==> src/rtl/lsu_pkg.sv <==
// Shared definitions for the load/store unit: funct3 encodings, FSM states, size decode.
package lsu_pkg;

  localparam logic [2:0] F3_B   = 3'b000;
  localparam logic [2:0] F3_H   = 3'b001;
  localparam logic [2:0] F3_W   = 3'b010;
  localparam logic [2:0] F3_D   = 3'b011;
  localparam logic [2:0] F3_BU  = 3'b100;
  localparam logic [2:0] F3_HU  = 3'b101;
  localparam logic [2:0] F3_WU  = 3'b110;
  localparam logic [2:0] F3_ILL = 3'b111;

  typedef enum logic [2:0] {
    IDLE, LOAD, ST_FULL, RMW_RD, RMW_WR, RESP
  } lsu_state_t;

  // Access size in bytes from funct3[1:0]: 1, 2, 4 or 8.
  function automatic logic [3:0] size_of(input logic [2:0] f3);
    return 4'd1 << f3[1:0];
  endfunction

endpackage

==> src/rtl/lsu_align.sv <==
// Byte-lane datapath: load extract + sign/zero extend, and store byte merge.
module lsu_align
  import lsu_pkg::*;
#(
  parameter int NUM_LANES = 8,
  localparam int OFF_W = $clog2(NUM_LANES),
  localparam int W = NUM_LANES * 8
) (
  input  logic [NUM_LANES-1:0][7:0] word,
  input  logic [2:0]                funct3,
  input  logic [OFF_W-1:0]          off,
  input  logic [NUM_LANES-1:0][7:0] wdata,
  output logic [W-1:0]              load_data,
  output logic [NUM_LANES-1:0][7:0] merged
);

  logic [W-1:0]                shifted;
  logic [NUM_LANES-1:0][7:0]   wshift;
  logic [NUM_LANES-1:0]        size_mask;
  logic [NUM_LANES-1:0]        mask;

  // Shift the addressed lanes down to bit 0 and extend to full width.
  always_comb begin
    shifted = word >> {off, 3'b000};
    case (funct3)
      F3_B:    load_data = {{(W-8){shifted[7]}}, shifted[7:0]};
      F3_H:    load_data = {{(W-16){shifted[15]}}, shifted[15:0]};
      F3_W:    load_data = {{(W-32){shifted[31]}}, shifted[31:0]};
      F3_D:    load_data = shifted;
      F3_BU:   load_data = {{(W-8){1'b0}}, shifted[7:0]};
      F3_HU:   load_data = {{(W-16){1'b0}}, shifted[15:0]};
      F3_WU:   load_data = {{(W-32){1'b0}}, shifted[31:0]};
      default: load_data = '0;
    endcase
  end

  // Lane-enable mask for the store: size lanes starting at the byte offset.
  always_comb begin
    case (funct3[1:0])
      2'd0:    size_mask = NUM_LANES'(1);
      2'd1:    size_mask = NUM_LANES'(3);
      2'd2:    size_mask = NUM_LANES'(15);
      default: size_mask = '1;
    endcase
    mask   = size_mask << off;
    wshift = wdata << {off, 3'b000};
  end

  for (genvar i = 0; i < NUM_LANES; i++) begin : g_lane
    assign merged[i] = mask[i] ? wshift[i] : word[i];
  end

endmodule

==> src/rtl/load_store_unit.sv <==
// Load/store controller: one request at a time, drives the 64-bit byte-addressed memory.
module load_store_unit
  import lsu_pkg::*;
#(
  parameter int MEM_BYTES = 256,
  parameter int XLEN      = 64
) (
  input  logic            clk,
  input  logic            reset,
  input  logic            req_valid,
  output logic            req_ready,
  input  logic            req_we,
  input  logic [2:0]      req_funct3,
  input  logic [XLEN-1:0] req_addr,
  input  logic [XLEN-1:0] req_wdata,
  output logic            resp_valid,
  output logic [XLEN-1:0] resp_rdata,
  output logic            resp_err,
  output logic            busy,
  output logic [XLEN-1:0] mem_addr,
  output logic [XLEN-1:0] mem_wdata,
  output logic            mem_re,
  output logic            mem_we,
  input  logic [XLEN-1:0] mem_rdata
);

  localparam int NUM_LANES = XLEN / 8;
  localparam int OFF_W     = $clog2(NUM_LANES);

  lsu_state_t       state;
  logic [2:0]       cap_funct3;
  logic [OFF_W-1:0] cap_off;
  logic [XLEN-1:0]  cap_wdata;

  logic [3:0]       size;
  logic             misal, oor, illegal, err;
  logic [XLEN-1:0]  base;
  logic [XLEN-1:0]  load_data, merged;

  assign req_ready = (state == IDLE);
  assign busy      = (state != IDLE);

  // Decode the incoming request: size, alignment, range and legality.
  always_comb begin
    size    = size_of(req_funct3);
    misal   = |(req_addr[OFF_W-1:0] & (size[OFF_W-1:0] - OFF_W'(1)));
    oor     = ({1'b0, req_addr} + (XLEN+1)'(size)) > (XLEN+1)'(MEM_BYTES);
    illegal = (req_funct3 == F3_ILL) || (req_we && req_funct3[2]);
    err     = misal || oor || illegal;
    base    = {req_addr[XLEN-1:OFF_W], {OFF_W{1'b0}}};
  end

  lsu_align #(.NUM_LANES(NUM_LANES)) u_align (
    .word      (mem_rdata),
    .funct3    (cap_funct3),
    .off       (cap_off),
    .wdata     (cap_wdata),
    .load_data (load_data),
    .merged    (merged)
  );

  // Request FSM with registered memory and response outputs.
  always_ff @(posedge clk or negedge reset) begin
    if (!reset) begin
      state      <= IDLE;
      cap_funct3 <= '0;
      cap_off    <= '0;
      cap_wdata  <= '0;
      resp_valid <= 1'b0;
      resp_err   <= 1'b0;
      resp_rdata <= '0;
      mem_re     <= 1'b0;
      mem_we     <= 1'b0;
      mem_addr   <= '0;
      mem_wdata  <= '0;
    end else begin
      case (state)
        IDLE: if (req_valid) begin
          cap_funct3 <= req_funct3;
          cap_off    <= req_addr[OFF_W-1:0];
          cap_wdata  <= req_wdata;
          if (err) begin
            state      <= RESP;
            resp_valid <= 1'b1;
            resp_err   <= 1'b1;
            resp_rdata <= '0;
          end else if (!req_we) begin
            state    <= LOAD;
            mem_re   <= 1'b1;
            mem_addr <= base;
          end else if (req_funct3 == F3_D) begin
            state     <= ST_FULL;
            mem_we    <= 1'b1;
            mem_addr  <= req_addr;
            mem_wdata <= req_wdata;
          end else begin
            state    <= RMW_RD;
            mem_re   <= 1'b1;
            mem_addr <= base;
          end
        end
        LOAD: begin
          mem_re     <= 1'b0;
          resp_valid <= 1'b1;
          resp_rdata <= load_data;
          state      <= RESP;
        end
        ST_FULL: begin
          mem_we     <= 1'b0;
          resp_valid <= 1'b1;
          state      <= RESP;
        end
        // The read word is merged as it is captured, so the write data is
        // ready on mem_wdata for the whole RMW_WR cycle.
        RMW_RD: begin
          mem_re    <= 1'b0;
          mem_we    <= 1'b1;
          mem_wdata <= merged;
          state     <= RMW_WR;
        end
        RMW_WR: begin
          mem_we     <= 1'b0;
          resp_valid <= 1'b1;
          state      <= RESP;
        end
        RESP: begin
          resp_valid <= 1'b0;
          resp_err   <= 1'b0;
          resp_rdata <= '0;
          state      <= IDLE;
        end
        default: state <= IDLE;
      endcase
    end
  end

endmodule

==> config.mk <==
export PLATFORM = sky130hd
export DESIGN_NAME = load_store_unit
export DESIGN_NICKNAME = d
export VERILOG_FILES = /design/src/rtl/lsu_pkg.sv /design/src/rtl/lsu_align.sv /design/src/rtl/load_store_unit.sv
export SDC_FILE = /design/constraint.sdc
export NUM_CORES = 1
export LEC_CHECK = 0
export ABC_AREA = 0
export ABC_CLOCK_PERIOD_IN_PS = 3250
export BUFFER_PORTS_ARGS = -buffer_cell sky130_fd_sc_hd__buf_4
export CAP_MARGIN = 20
export CELL_PAD_IN_SITES_DETAIL_PLACEMENT = 0
export CELL_PAD_IN_SITES_GLOBAL_PLACEMENT = 1
export CORE_MARGIN = 2
export CORE_UTILIZATION = 40
export CTS_BUF_LIST = sky130_fd_sc_hd__clkbuf_16
export DETAILED_ROUTE_END_ITERATION = 10
export HOLD_SLACK_MARGIN = 0.08
export PLACE_DENSITY_LB_ADDON = 0.1
export SYNTH_ARGS = -nofsm -noshare
export SYNTH_HDL_FRONTEND = slang
export SYNTH_SLANG_ARGS = --single-unit
==> constraint.sdc <==
create_clock -name clk -period 3.25 [get_ports clk]
set_clock_uncertainty 0.05 [all_clocks]
set_input_delay 0.1625 -clock clk [delete_from_list [all_inputs] [get_ports clk]]
set_output_delay 0.1625 -clock clk [all_outputs]
set_load 0.005 [all_outputs]
* Word-level counts from Yosys, hierarchy flattened
Cells that the tools add are included.
Word-level totals: bits in registers 269, logic and storage cells 106
Cells by class: add/subtract/negate cells 2, magnitude comparators 1, eq/ne operators 21, shift operators 4, multiplexer cells 39, bitwise logic cells 2, reduce and logical (&&, ||, !) cells 26
Operators by type and width (number):
- $pmux 64 s7 | 1
- $mux 64 | 6
- $pmux 64 s3 | 1
- $pmux 64 s2 | 1
- $add 64x4->65 | 1
- $gt 65x9->1 const B | 1
- $mux 8 | 8
- $shl 64x6->64 | 1
- $shr 64x6->64 | 1
- $pmux 8 s3 | 1
- $eq 3x3->1 const B | 6
- $eq 3x2->1 const B | 5
- $mux 3 | 4
- $reduce_and 3->1 | 4
- $reduce_bool 3->1 | 4
- $mux 1 | 11
- $reduce_and 5->1 | 2
- $pmux 3 s3 | 1
- $shl 8x3->8 | 1
- $eq 3x1->1 const B | 2
- $logic_not 3->1 | 2
- $ne 2x1->1 const B | 3
- $pmux 1 s3 | 2
- $reduce_bool 2->1 | 3
- other kinds (17) | 23

* Logic depth before layout (Yosys ltp)
Gate-level depths: netlist (run 1).
depth in word-level cells 9, depth in mapped cells 16, mapped depth without buffers 13

* Hierarchy
A second synthesis (run 1) with hierarchy kept.
Unflattened totals: cell total of the unflattened synthesis 2137, area, all modules 19215.9 um^2
Modules (own cells, without submodules):
- load_store_unit | times used 1, cells an instance 1522, area an instance 14770.4 um^2, seq. area each 6731.5 um^2
- lsu_align | times used 1, cells an instance 615, area an instance 4445.5 um^2, seq. area each 0.0 um^2

* Least setup slack after synthesis (run 1)
No wires, ideal clock.
path type input -> register, start input port req_funct3[0], end register mem_wdata[46], library setup time 0.125 ns, arrival time 3.680 ns, required time 3.075 ns, path slack -0.605 ns, cell stages on the path 14, buffers on the path 1, cell sequence nor2_1 > ha_1 > fa_1 > nand3_1 > a2111oi_0 > nand4_1 > or4_1 > a21o_1 > a21oi_1 > nand4_1 > or4b_4 > nand2_1 > buf_2 > mux2_2
On the way: word-level cells in the longest chain between the ends 8
RTL lines:
- start: declaration | RTL line load_store_unit.sv:13 | input logic [2:0] req_funct3,
- parallel branches: the longest is 7 deep, another holds $add 64x4->65
- $reduce_and 5->1 (no line) *
- end signal: assignment | RTL line load_store_unit.sv:95 | mem_wdata <= req_wdata;
- end signal: assignment | RTL line load_store_unit.sv:118 | mem_wdata <= merged;
- end: declaration | RTL line load_store_unit.sv:21 | output logic [XLEN-1:0] mem_wdata,
Mark *: on every way between the ends. A chain may end at the register's enable or synchronous reset.

* Worst setup path in the final report (run 1)
start input port req_funct3[1], end register mem_wdata[1]
The elaborated chain is that of the path after synthesis.

==> results of run 1 <==
metrics by stage:
| step | std cells | setup slack (ns) | power [mW] | hold slack (ns) | util [%] |
|---|---|---|---|---|---|
| global route | 3037 | -0.1859 | 17.65 | 0.1024 | 60.07 |
| global placement | 2852 | -0.7047 | 12.63 | 0.1984 | 53.35 |
| CTS | 3025 | -0.07771 | 16.66 | 0.08506 | 59.31 |
| finish | 3040 | -0.1096 | 16.77 | 0.09349 | 60.09 |
| floorplan | 1858 | -0.2403 | 9.464 | -0.1831 | - |
| detailed placement | 2852 | -0.8005 | 12.69 | 0.1946 | 53.35 |
area by class of cell:
cell class	count	area [um2]	area share, %
multi-input combinational	1419	9305	38.79
sequential	269	6740	28.10
timing repair buffer	728	6031	25.14
clock buffer	31	775.7	3.234
tap	525	656.9	2.739
clock inverter	26	324.1	1.351
inverter	38	142.6	0.5947
antenna	4	10.01	0.04173
per-layer routing:
metal / wire, um / GRT usage, %
met1: 29400 / 42.24
met2: 33200 / 53.25
met5: 0 / 0
met4: 3649 / 15.21
met3: 5060 / 5.987
Yosys cell counts (15+ instances only):
cell type	n
nand2_1	388
o21ai_0	105
mux2_2	65
nor2b_1	69
dfrtp_1	269
a21oi_1	115
nand2b_1	17
a211oi_1	38
o22ai_1	22
inv_1	35
buf_1	19
nand3_1	35
nor3_1	15
clkbuf_1	99
nand4_1	26
o21a_1	17
nor2_1	100
a21o_1	55
mux2i_1	130
cells by family (layout without fill, tap and decap cells):
kind of cell | Yosys count | count (layout)
buf+inv | 170 | 823
simple gates | 716 | 716
other cells | 0 | 4
fa+ha+maj | 6 | 6
mux | 195 | 195
xor+xnor | 15 | 15
compound gates | 487 | 487
flops | 269 | 269
flip-flops by register name, indices dropped and copies added, names as in the netlist:
| register | cells |
|---|---|
| cap_wdata | 64 |
| mem_addr | 64 |
| mem_wdata | 64 |
| resp_rdata | 64 |
| cap_funct3 | 3 |
| cap_off | 3 |
| state | 3 |
| mem_re | 1 |
| mem_we | 1 |
| resp_err | 1 |
| resp_valid | 1 |
final timing paths:
path | endpoint | slack (ns) | cells past startpoint
setup / recovery | mem_wdata[1] | -0.11 | 17
hold / removal | mem_wdata[22] | 0.09 | 4
setup reg to reg | mem_wdata[36] | 0.38 | 9
hold reg to reg | resp_rdata[11] | 0.43 | 1
max in group asynchronous | resp_rdata[20] | 1.98 | 3
min in group asynchronous | mem_wdata[26] | 0.12 | 2
power breakdown:
part	total [mW]	switching [mW]	internal, mW
logic	8.02	4.76	3.26
registers	4.95	0.797	4.15
clock network	3.80	1.50	2.30
total	16.8	7.06	9.71
what timing repair did:
action,in CTS,in global routing
setup endpoints to repair,77,193
endpoints found under the hold margin,254,0
hold buffers,109,0
setup buffers,5,8
pin swaps,4,21
resized for setup,15,33
gates cloned,2,4
cell usage in the layout (no fill, tap or decap), types with 7 or more instances in the layout:
cell	n
nand3_1	30
o311a_1	9
clkbuf_16	34
dfrtp_1	266
nor3_1	13
dlygate4sd3_1	109
o21ai_0	104
or3_1	8
nand2b_1	17
a31oi_1	10
and3_1	7
o21a_1	17
nor2b_1	67
nor2_1	99
a21oi_1	109
nand2_1	385
a21o_1	55
o211ai_1	13
inv_1	39
o2bb2ai_1	8
or4_1	8
buf_4	592
a22o_1	9
mux2_4	32
a32o_1	8
nand4_1	26
o22ai_1	21
mux2_2	33
nor4_1	9
o221a_4	7
xnor2_1	9
mux2i_1	130
a211oi_1	37
bufinv_16	7
buf_12	14
a211oi_2	8
a211o_1	11
worst register-to-register path: cells and delay by family (launching register included):
family,cells,cell delay [ns]
buf+inv,2,0.68
flops,1,0.57
simple gates,1,0.09
compound gates,6,1.43
==> out/metrics.yaml, run 1 <==
sta:
  max_slew_margin_pct: 22.41
  final-max-slew-violation-count: 0
  finalCritPeriodShare_pct: 103.4
  tightest_slew_ns: 1.160
  fin_ws_ns: -0.1096
  period_minus_slack_ns: 3.360
  setup-violations-final: 45
  finalHoldViolations: 0
  final.setup.tns_ns: -2.321
  rsz_0062_raised_after_global_routing: "yes"
  maximum_operating_frequency_mhz: 297.7
power:
  static-leakage-power_nw: 11.80
  irDropWorstVdd_mv: 0.6012
  pd_cells_nw_per_um2: 699.3
setup_path:
  worstReg2RegStart: "cap_off[1]"
  timing.critical_path.required_ns: 3.68
  worst_path_dominant_cell_family: "simple AND/OR/NAND/NOR gates"
  worst-setup-path-type: "input pin to flop"
  timing.critical_path.slowest_stage_cell: "or4b_4"
  kind_of_start_point_of_the_critical_path: "input pin"
  cell_chain_critical_path: "buf_8 > and2_4 > ha_4 > a21oi_4 > buf_12 > a2111oi_4 > nand4_1 > buf_6 > or4_1 > a21o_1 > a21oi_2 > nand4_1 > or4b_4 > nand2_8 > buf_12 > buf_16 > mux2_4"
  worstSetupStartpoint: "req_funct3[1]"
  cp.buffers_inverters: 5
  critical_path.endpoint_type: "flop"
  worst_path_largest_cell_delay_ns: 0.63
  worstPathArrival_ns: 3.79
  path_max_fanout: 5
yosys:
  synth_area_leaders: "dfrtp_1 42%, nand2_1 9.0%, mux2i_1 8.0%"
  synth_top_family_by_area: "simple AND/OR/NAND/NOR gates"
  syn-cell-area_um2: 16210
  synth_top_area_share_pct: 41.52
  synth.largest_area_cell: "dfrtp_1"
  yosys.area_share.simple_pct: 20.41
  ys_seq_area_share_pct: 41.52
  synth_adder_area_share_pct: 0.5094
  synthesis.yosys.warnings: 0
  synthArstFlopShare_pct: 100.0
  number_of_enable_flip_flop_cells_after_synthesis: 0
  yosys.cell_types.count: 78
  syn_area_per_cell_um2: 8.725
  post_synth_xor_area_fraction_pct: 0.8104
  ys_dominant_reg_cell: "dfrtp_1"
  syn-instance-count: 1858
  muxShareOfSynthArea_pct: 12.54
  synth_compound_gate_area_share_pct: 20.04
  synth.net_count: 2063
  postSynthRegisterBits: 269
floorplanning:
  floorplan.rows: 73
  die-area_um2: 42160
  die_h_um: 205.3
  ios: 397
  initial_utilization_pct: 40.62
  coreArea_um2: 39910
  dieWidth_um: 205.3
worst_hold_path:
  hold_class: "input pin to flop"
  timing.hold.worst.start: "mem_rdata[22]"
clock_network:
  cts-root-buf: "clkbuf_16"
  clock_sinks: 269
  clock_latency_ns: 0.60
  cts_tree: "done"
  worst_setup_hold_path_clk_slew_ns: 0.06
  total_cts_buffers: 31
  max-clock-path-buffers: 3
  cts-htree-levels: 1
placed_design:
  dp.final_hpwl_mm: 53.98
  post_dp_cell_area_um2: 21290
  globalplace.congestion: 0.9601
  portBuffers: 396
detailed_routing:
  detail_route.wirelength_mm: 71.31
  route.antenna.remaining_nets: 0
  drc_violations: 0
  first_pass_iters: 6
  avgViaCountPerCell: 5.645
  routedWlPerCell_um: 23.46
  detail_route.iter0.violations: 1387
  routed-via-count: 17160
global_route:
  vias_in_the_first_global_route: 17230
  wire_length_of_the_first_global_routing_pass_mm: 104.7
  grt_overflow: 0
  grt_antenna_before_repair: 2
  grt.total_usage_pct: 32.72
  largest_net_degree_at_the_start_of_global_routing: 97
layout:
  area_growth_syn_to_layout_pct: 47.95
  final_nets: 2692
  fin_area_um2: 23990
  final.fill_count: 3468
  drive_gt1_share_pct: 32.18
outcome:
  failed_checks: "negative setup slack"
  outcome: "finished, violations left"
job:
  max_cap_violations: 0
(Power assumes the default switching activity.)
==> run 2: changes to the inputs <==
--- a/config.mk
+++ b/config.mk
@@ -6,17 +6,18 @@
 export NUM_CORES = 1
 export LEC_CHECK = 0
 export ABC_AREA = 0
-export ABC_CLOCK_PERIOD_IN_PS = 3250
+export ABC_CLOCK_PERIOD_IN_PS = 4400
 export BUFFER_PORTS_ARGS = -buffer_cell sky130_fd_sc_hd__buf_4
 export CAP_MARGIN = 20
 export CELL_PAD_IN_SITES_DETAIL_PLACEMENT = 0
 export CELL_PAD_IN_SITES_GLOBAL_PLACEMENT = 1
 export CORE_MARGIN = 2
-export CORE_UTILIZATION = 40
+export CORE_UTILIZATION = 46
 export CTS_BUF_LIST = sky130_fd_sc_hd__clkbuf_16
 export DETAILED_ROUTE_END_ITERATION = 10
 export HOLD_SLACK_MARGIN = 0.08
 export PLACE_DENSITY_LB_ADDON = 0.1
 export SYNTH_ARGS = -nofsm -noshare
 export SYNTH_HDL_FRONTEND = slang
+export SYNTH_HIERARCHICAL = 1
 export SYNTH_SLANG_ARGS = --single-unit
==> constraint.sdc (replaced) <==
create_clock -name clk -period 4.4 [get_ports clk]
set_clock_uncertainty 0.05 [all_clocks]
set_input_delay 0.22 -clock clk [delete_from_list [all_inputs] [get_ports clk]]
set_output_delay 0.22 -clock clk [all_outputs]
set_load 0.005 [all_outputs]
==> run 2 against run 1 <==
Against the previous run: the run now ends clean; synthesized cell count rose by 15%; cell count increased by 0.33%; sequential power is 17% lower; core utilization decreased by 0.27 points.
==> out/metrics.yaml, run 2 <==
clock_network:
  clock_latency_ns: 0.59  # about the same
  total_cts_buffers: 30  # -3.2%
  cts_tree: "done"
  cts-root-buf: "clkbuf_16"
  worst_setup_hold_path_clk_slew_ns: 0.06  # about the same
  max-clock-path-buffers: 3  # unchanged
  clock_sinks: 269  # unchanged
  cts-htree-levels: 1  # unchanged
global_route:
  wire_length_of_the_first_global_routing_pass_mm: 120.7  # +15%
  grt.total_usage_pct: 35.45  # +2.7 points
  vias_in_the_first_global_route: 19370  # +12%
  grt_antenna_before_repair: 8  # +6
  largest_net_degree_at_the_start_of_global_routing: 105  # +8.2%
  grt_overflow: 0  # unchanged
sta:
  setup-violations-final: 0  # -100%
  finalHoldViolations: 0  # unchanged
  maximum_operating_frequency_mhz: 239.1
  period_minus_slack_ns: 4.183
  rsz_0062_raised_after_global_routing: "no"
  max_slew_margin_pct: 39.35  # +17 points
  final.setup.tns_ns: 0  # +2.321 ns
  finalCritPeriodShare_pct: 95.06
  tightest_slew_ns: 0.9076  # -0.2519 ns
  final-max-slew-violation-count: 0  # unchanged
power:
  p_int_mw: 7.973  # -18%
  combPwrFrac_pct: 51.6  # +3.8 points
  pd_cells_nw_per_um2: 582.0  # -17%
  irDropWorstVdd_mv: 0.4100  # -32%
  static-leakage-power_nw: 11.03  # -6.5%
  power.share.switching_pct: 44.17  # +2.1 points
  net-switching-power_mw: 6.308  # -11%
  share_seq_of_total_power_pct: 28.6  # -0.9 points
  p_clk_share_pct: 19.8  # -2.9 points
floorplanning:
  die_h_um: 208.4  # +1.5%
  ios: 397  # unchanged
  die-area_um2: 43420  # +3.0%
  initial_utilization_pct: 46.85  # +6.2 points
  floorplan.rows: 74  # +1.4%
  coreArea_um2: 41020  # +2.8%
  dieWidth_um: 208.4  # +1.5%
detailed_routing:
  route.antenna.remaining_nets: 0  # unchanged
  detail_route.wirelength_mm: 79.48  # +11%
  first_pass_iters: 6  # unchanged
  routed-via-count: 19920  # +16%
  drc_violations: 0  # unchanged
  routedWlPerCell_um: 26.06  # +11%
  detail_route.iter0.violations: 2503  # +80%
  avgViaCountPerCell: 6.531  # +16%
yosys:
  postSynthRegisterBits: 269  # unchanged
  synthArstFlopShare_pct: 100.0  # unchanged
  syn-cell-area_um2: 19220  # +19%
  syn_area_per_cell_um2: 8.992  # +3.1%
  synth.net_count: 2342  # +14%
  yosys.cell_types.count: 77  # -1.3%
  synth.largest_area_cell: "dfrtp_1"
  ys_dominant_reg_cell: "dfrtp_1"
  post-synth-top-count-cell: "nand2_1"
  number_of_enable_flip_flop_cells_after_synthesis: 0  # unchanged
  synth_top_area_share_pct: 35.03  # -6.5 points
  ys_seq_area_share_pct: 35.03  # -6.5 points
  netlist_top_cells_count: "280 x nand2_1, 269 x dfrtp_1, 187 x mux2i_1"
  synth_area_leaders: "dfrtp_1 35%, mux2i_1 9.7%, mux2_2 6.2%"
  synthesis.yosys.warnings: 6  # +6
  syn-instance-count: 2137  # +15%
setup_path:
  worst_path_dominant_cell_family: "simple AND/OR/NAND/NOR gates"
  path_max_fanout: 49  # +44
  cell_chain_critical_path: "dlygate4sd3_1 > buf_4 > and2_1 > ha_1 > nand3_1 > a2bb2oi_2 > buf_4 > or3_1 > o31a_1 > nor4_1 > and4_1 > nand4b_1 > or3_2 > buf_4 > and2_1"
  path_common_cell: "buf_4"
  kind_of_start_point_of_the_critical_path: "input pin"
  timing.critical_path.required_ns: 4.83  # +1.15 ns
  cp.buffers_inverters: 4  # -1
  critical_path.endpoint_type: "flop"
  worst_path_largest_cell_delay_ns: 0.59  # -0.04 ns
  worstPathArrival_ns: 4.61  # +0.82 ns
  timing.critical_path.slowest_stage_cell: "or3_2"
  worst-setup-path-type: "input pin to flop"
outcome:
  outcome: "finished, final reports clean"
layout:
  post-route-util_pct: 59.82  # -0.27 points
  area_growth_syn_to_layout_pct: 27.69
  final_cell_mix: "433 x buf_4, 279 x nand2_1, 267 x dfrtp_1"
  layout_commonest_cell: "buf_4"
  final_nets: 2693  # +0.037%
  drive_gt1_share_pct: 26.47  # -5.7 points
placed_design:
  globalplace.congestion: 0.9799  # +2.1%
  dp.final_hpwl_mm: 57.74  # +7.0%
  portBuffers: 396  # unchanged
worst_hold_path:
  hold_class: "input pin to flop"
job:
  max_cap_violations: 0  # unchanged
-- run 2: through the flow --
step,instances,worst slack [ns],power (mW),hold slack (ns),area [um2]
after floorplan,2137,0.8286,8.558,-0.1256,19220
after global routing,3050,0.006851,14.94,0.1327,24540
after global placement,2908,0.1398,11.10,0.2885,22610
after CTS,3044,0.07953,14.12,0.08167,24510
final,3050,0.2173,14.28,0.08615,24540
after detailed placement,2908,0.04481,11.21,0.2918,22610
-- run 2: cell families after synthesis --
logic type / after synthesis / share of synthesized area [%]
mux: 319 / 18.92
compound gates: 488 / 18.12
buf+inv: 223 / 4.773
flops: 269 / 35.03
simple gates: 815 / 21.95
xor+xnor: 17 / 0.7748
fa+ha+maj: 6 / 0.4297
-- run 2: layout make-up --
cell class,count,area (um2)
antenna,6,15.01
clock buffer,30,750.7
clock inverter,26,350.3
fill,3630,16480
inverter,16,60.06
multi-input combinational,1645,11650
sequential,269,6736
tap,532,665.6
timing repair buffer,526,4307
-- run 2: path summary, 6_finish.rpt --
| check | start | endpoint | slack [ns] | cells after the start |
|---|---|---|---|---|
| worst max register to register | cap_off[0] | mem_wdata[40] | 1.06 | 9 |
| worst min-delay path | mem_rdata[61] | resp_rdata[61] | 0.09 | 5 |
| min in group asynchronous | reset | resp_rdata[37] | 0.24 | 2 |
| worst max-delay path | req_funct3[1] | mem_addr[47] | 0.22 | 15 |
| worst min register to register | mem_addr[24] | mem_addr[24] | 0.44 | 1 |
| max in group asynchronous | reset | cap_off[0] | 3.02 | 3 |
-- run 2: per-layer routing --
metal / part of all wire [%] / vias to the layer above / GRT usage, %
li1: - / 8853 / -
met1: 41 / 9874 / 48.56
met2: 47 / 1043 / 56.91
met3: 8.7 / 148 / 6.325
met4: 3.1 / 2 / 11.41
met5: 0.016 / - / 0
-- run 2: power groups by stage --
| stage | Combinational (mW) | Clock, mW | Sequential [mW] |
|---|---|---|---|
| floorplan | 4.94 | 0 | 3.61 |
| global placement | 7.05 | 0 | 4.05 |
| detailed placement | 7.12 | 0 | 4.09 |
| CTS | 7.22 | 2.85 | 4.05 |
| global route | 7.82 | 2.95 | 4.17 |
| finish | 7.37 | 2.83 | 4.09 |
-- run 2: worst min-delay path, stage by stage --
cell	delay, ns
buf_4	0.13
nand3_1	0.07
nand4_1	0.11
a22oi_1	0.09
o21ai_0	0.07
-- run 2: what timing repair did --
| action | in CTS | in global routing |
|---|---|---|
| endpoints found under the hold margin | 188 | 0 |
| buffers inserted | 0 | 0 |
| setup endpoints to repair | 0 | 124 |
| resized for setup | 0 | 3 |
| hold buffers | 80 | 0 |
